--- src/rtl/ram_arbiter.sv ---
// Round-robin two-port arbiter driving a SETUP/STROBE/RELEASE strobe sequence into a bit RAM.
// Ack is issued 3 cycles after grant; one access per 4 cycles; requesters hold req until they see ack.
module ram_arbiter #(
  parameter int WORD     = 1,
  parameter int SIZE_LOG = 8
) (
  input  logic                clk,
  input  logic                rst_n,
  input  logic                req0,
  input  logic                we0,
  input  logic [SIZE_LOG-1:0] addr0,
  input  logic [WORD-1:0]     wdata0,
  input  logic                req1,
  input  logic                we1,
  input  logic [SIZE_LOG-1:0] addr1,
  input  logic [WORD-1:0]     wdata1,
  output logic                ack0,
  output logic                ack1,
  output logic [WORD-1:0]     rdata0,
  output logic [WORD-1:0]     rdata1,
  output logic                busy,
  output logic                ram_read,
  output logic                ram_write,
  output logic [SIZE_LOG-1:0] ram_address,
  output logic [WORD-1:0]     ram_data_in,
  input  logic [WORD-1:0]     ram_data_out
);

  typedef enum logic [1:0] {IDLE, SETUP, STROBE, RELEASE} state_t;

  state_t state;
  logic   last_grant;
  logic   gnt;
  logic   lat_we;
  logic   grant_sel;

  // On a tie the port not served last time wins; otherwise the lone requester wins.
  always_comb begin
    grant_sel = req1;
    if (req0 && req1) grant_sel = ~last_grant;
  end

  always_ff @(posedge clk) begin
    if (!rst_n) begin
      state       <= IDLE;
      last_grant  <= 1'b1;
      gnt         <= 1'b0;
      lat_we      <= 1'b0;
      busy        <= 1'b0;
      ack0        <= 1'b0;
      ack1        <= 1'b0;
      rdata0      <= '0;
      rdata1      <= '0;
      ram_read    <= 1'b0;
      ram_write   <= 1'b0;
      ram_address <= '0;
      ram_data_in <= '0;
    end else begin
      ack0      <= 1'b0;
      ack1      <= 1'b0;
      ram_read  <= 1'b0;
      ram_write <= 1'b0;
      case (state)
        IDLE: begin
          if (req0 || req1) begin
            gnt         <= grant_sel;
            last_grant  <= grant_sel;
            lat_we      <= grant_sel ? we1 : we0;
            // The address/data pins double as the latched request fields and hold after release.
            ram_address <= grant_sel ? addr1 : addr0;
            ram_data_in <= grant_sel ? wdata1 : wdata0;
            busy        <= 1'b1;
            state       <= SETUP;
          end
        end
        SETUP: begin
          ram_write <= lat_we;
          ram_read  <= ~lat_we;
          state     <= STROBE;
        end
        STROBE: begin
          if (!lat_we) begin
            if (gnt) rdata1 <= ram_data_out;
            else     rdata0 <= ram_data_out;
          end
          ack0  <= ~gnt;
          ack1  <= gnt;
          state <= RELEASE;
        end
        RELEASE: begin
          busy  <= 1'b0;
          state <= IDLE;
        end
        default: state <= IDLE;
      endcase
    end
  end

endmodule

--- config.mk ---
export PLATFORM = sky130hd
export DESIGN_NAME = ram_arbiter
export DESIGN_NICKNAME = d
export VERILOG_FILES = /design/src/rtl/ram_arbiter.sv
export SDC_FILE = /design/constraint.sdc
export NUM_CORES = 1
export LEC_CHECK = 0
export CORE_MARGIN = 2
export CORE_UTILIZATION = 31
export DETAILED_ROUTE_END_ITERATION = 16
export PLACE_DENSITY_LB_ADDON = 0.1
export SYNTH_ARGS = -nofsm -noshare
export SYNTH_HDL_FRONTEND = slang
export SYNTH_SLANG_ARGS = --single-unit
--- constraint.sdc ---
create_clock -name clk -period 1.85 [get_ports clk]
set_input_delay 0.185 -clock clk [delete_from_list [all_inputs] [get_ports clk]]
set_output_delay 0.185 -clock clk [all_outputs]
set_load 0.005 [all_outputs]
==> results.md <==
* P_leak at 0.000573 uW
* Pre-CTS WS at 385 ps
* Post-layout min period at 1490 ps
* Worst setup margin at 356 ps
* Clock latency on the worst-skew pair at 310 ps
* Post-synth top cells: 21 x a21oi_1, 21 x dfxtp_1, 14 x nand2_1
* Port Buffers at 40
* Fin. max-slew vios at 0
* Unrepaired setup endpoints after global routing: no
* Via density at 4.91
* Slew margin rel. at 76.6%
* Site Rows at 19
* Vias at 860
* Setup-failing EPs final at 0
* Fill count at 264
* Run status: finished, final reports clean
* Num ports at 41
* Worst clock skew at 8.02 ps
* Root Buffer: clkbuf_4
* Area growth syn-to-layout at 50.8%
* Syn Area/Cell at 8.77 um2
* Die Span Y at 58.0 um
* Clock sink count at 21
* First-pass GRT wire length at 3.39 mm
* CTS clk-pin slew, worst paths at 130 ps
* Count of different cell masters after synthesis at 23
* Total wire length at 2.14 mm
* Pin slew with the least headroom to its limit at 351 ps
* Cells on Worst Hold Path at 3
* Vias in the first global route at 765
* Yosys top cell by area: dfxtp_1
* Max Clk Rate at 669 MHz
* Post-DP HPWL at 1.52 mm
* Worst hold start: addr0[2]
* CP required at 2070 ps
* CTS Buffer Depth at 2
* Syn Nets at 133
* Die area at 3360 um2
* Crit Path Category: reg2reg
* Drt pass-1 iters at 4
* Reg2reg start: state[0]
* Tcrit/Tclk final at 80.8%
* R2R Path End: state[1]
* H-Tree Depth at 1
* Combinational power share at 44.5%
* Sw frac at 34.4%
* Detail Route Antenna Nets at 0
* Fin. Hold Viols at 0
* Ys async rst share at 0%
* TritonCTS clock tree: done
* Initial DRC Count at 20
* Clock power share at 14.1%
* RePlAce Congestion at 0.718
* Syn. warnings at 0
* Pwr dens at 1200 nW/um2
* Inserted Diodes at 0
* Routed WL per cell at 12.2 um
* Inserted Clock Buffers at 3
* Post-synthesis sequential area ratio at 46.5%
* Gr usage total at 13.3%
* Worst VDD drop at 0.655 mV
* Initial Util at 32.8%
* Worst EP arrival at 1720 ps
* Postcts setup bufs at 0
* Psw at 562 uW
* CP startpoint kind: flip-flop
* Grt ovf at 0
* Crit-path max FO at 6
* Crit end category: flip-flop
* Largest net degree at the start of global routing at 22
* Remaining DRCs at 0
* Hold WC Path Type: in2reg
* Flop pwr share at 41.4%
* Synthesized area at 903 um2
* Post-CTS sizing at 0
* Core ar. at 2760 um2
* Initial antenna violation count at 0
* Max_cap viols at 0
* Yosys reg bits at 21
* Hold Buf Count CTS at 0
* Total power at 1640 uW
* Flop-to-flop setup slack at 360 ps
* Hold EP: ram_address[2]
* Prevailing post-synth register cell: dfxtp_1
* Post-synth EDFFs at 0
* Yosys top cell area share at 46.5%
* Int Power at 1070 uW
* Final setup TNS at 0 ps
* Synth area leaders: dfxtp_1 47%, a21oi_1 12%, ha_1 6.9%, o21ai_0 6.6%, nand2_1 5.8%
* Cells after Synth at 103
* Layout net count at 175
* FF-to-FF path depth at 5
* Die Width at 58.0 um
* Layout cells sized above 1 at 6.94%
==> logic make-up (layout without fill, tap and decap cells) <==
| family | after synthesis | count (layout) | share of synthesized area [%] |
|---|---|---|---|
| adder cells (fa/ha/maj) | 5 | 5 | 6.93 |
| multiplexers | 3 | 3 | 3.32 |
| AND/OR/NAND/NOR | 27 | 27 | 15.0 |
| AO/OA/AOI/OAI | 39 | 39 | 24.1 |
| flip-flops | 21 | 21 | 46.5 |
| buffers and inverters | 8 | 49 | 4.16 |
==> power groups by stage <==
| stage | sequential (uW) | clock [uW] | combinational (uW) |
|---|---|---|---|
| 6_report | 677 | 231 | 728 |
| 5_1_grt | 698 | 260 | 810 |
| 4_1_cts | 677 | 239 | 736 |
| 3_5_place_dp | 685 | 0 | 732 |
| 3_3_place_gp | 682 | 0 | 730 |
| 2_1_floorplan | 683 | 0 | 392 |
==> area by class of cell <==
type,count,area (um2),area share (%)
multi-input cells,74,445,32.7
repair buffers,43,423,31.0
flip-flops and latches,21,420,30.9
well taps,31,38.8,2.85
clock buffers,3,22.5,1.65
inverters,2,7.51,0.551
clock inverters,1,5.00,0.367
==> critical path: stages, from the launching register on <==
cell and delay, ps:
dfxtp_1 370, inv_1 110, ha_1 250, or3b_4 430, mux2i_1 170, nor2b_1 60
==> layout by cell type, fill, tap and decap left out, drive strengths merged <==
cell / netlist / final
clkdlybuf4s50: 0 / 40
a21oi: 21 / 21
dfxtp: 21 / 21
nand2: 14 / 14
o21ai: 12 / 12
ha: 5 / 5
nor2b: 4 / 4
nor2: 3 / 3
mux2i: 3 / 3
clkbuf: 3 / 3
buf: 3 / 3
and3: 3 / 3
inv: 2 / 2
o211a: 2 / 2
a21boi: 1 / 1
a22oi: 1 / 1
a21bo: 1 / 1
o21a: 1 / 1
or3b: 1 / 1
nor3b: 1 / 1
nand3b: 1 / 1
clkinv: 0 / 1
==> registers in the layout, indices dropped and copies added, names as in the netlist <==
signal,flops
ack0,1
ack1,1
busy,1
gnt,1
last_grant,1
lat_we,1
ram_address,8
ram_data_in,1
ram_read,1
ram_write,1
rdata0,1
rdata1,1
state,2
==> worst max-delay path by stage <==
stage              from  slack, ps  depth (start not counted)              to
3_3_place_gp       req1        410                          4  ram_address[0]
2_1_floorplan  state[0]        510                          4        state[0]
5_1_grt        state[1]        270                          5        state[1]
4_1_cts        state[1]        360                          5        state[1]
3_5_place_dp       req1        380                          4        state[1]
6_report       state[0]        360                          5        state[1]
==> metal layers <==
| metal | routed length, um | vias up | part of all wire (%) | track usage, % |
|---|---|---|---|---|
| li1 | - | 437 | - | - |
| met1 | 966 | 387 | 45 | 16.6 |
| met2 | 994 | 34 | 46 | 20.9 |
| met3 | 164 | 2 | 7.7 | 5.80 |
| met4 | 17 | 0 | 0.79 | 3.99 |
| met5 | 0 | - | 0 | 0 |
==> metrics by stage <==
step / utilization [%] / cell area, um2 / cells / hold WS (ps)
6_report: 49.4 / 1360 / 175 / 412
2_1_floorplan: - / 903 / 103 / 319
3_5_place_dp: 48.4 / 1340 / 171 / 454
5_1_grt: 49.4 / 1360 / 175 / 395
4_1_cts: 49.4 / 1360 / 175 / 403
3_3_place_gp: 48.4 / 1340 / 171 / 452
Note: power is estimated with default switching activity, not from simulation.
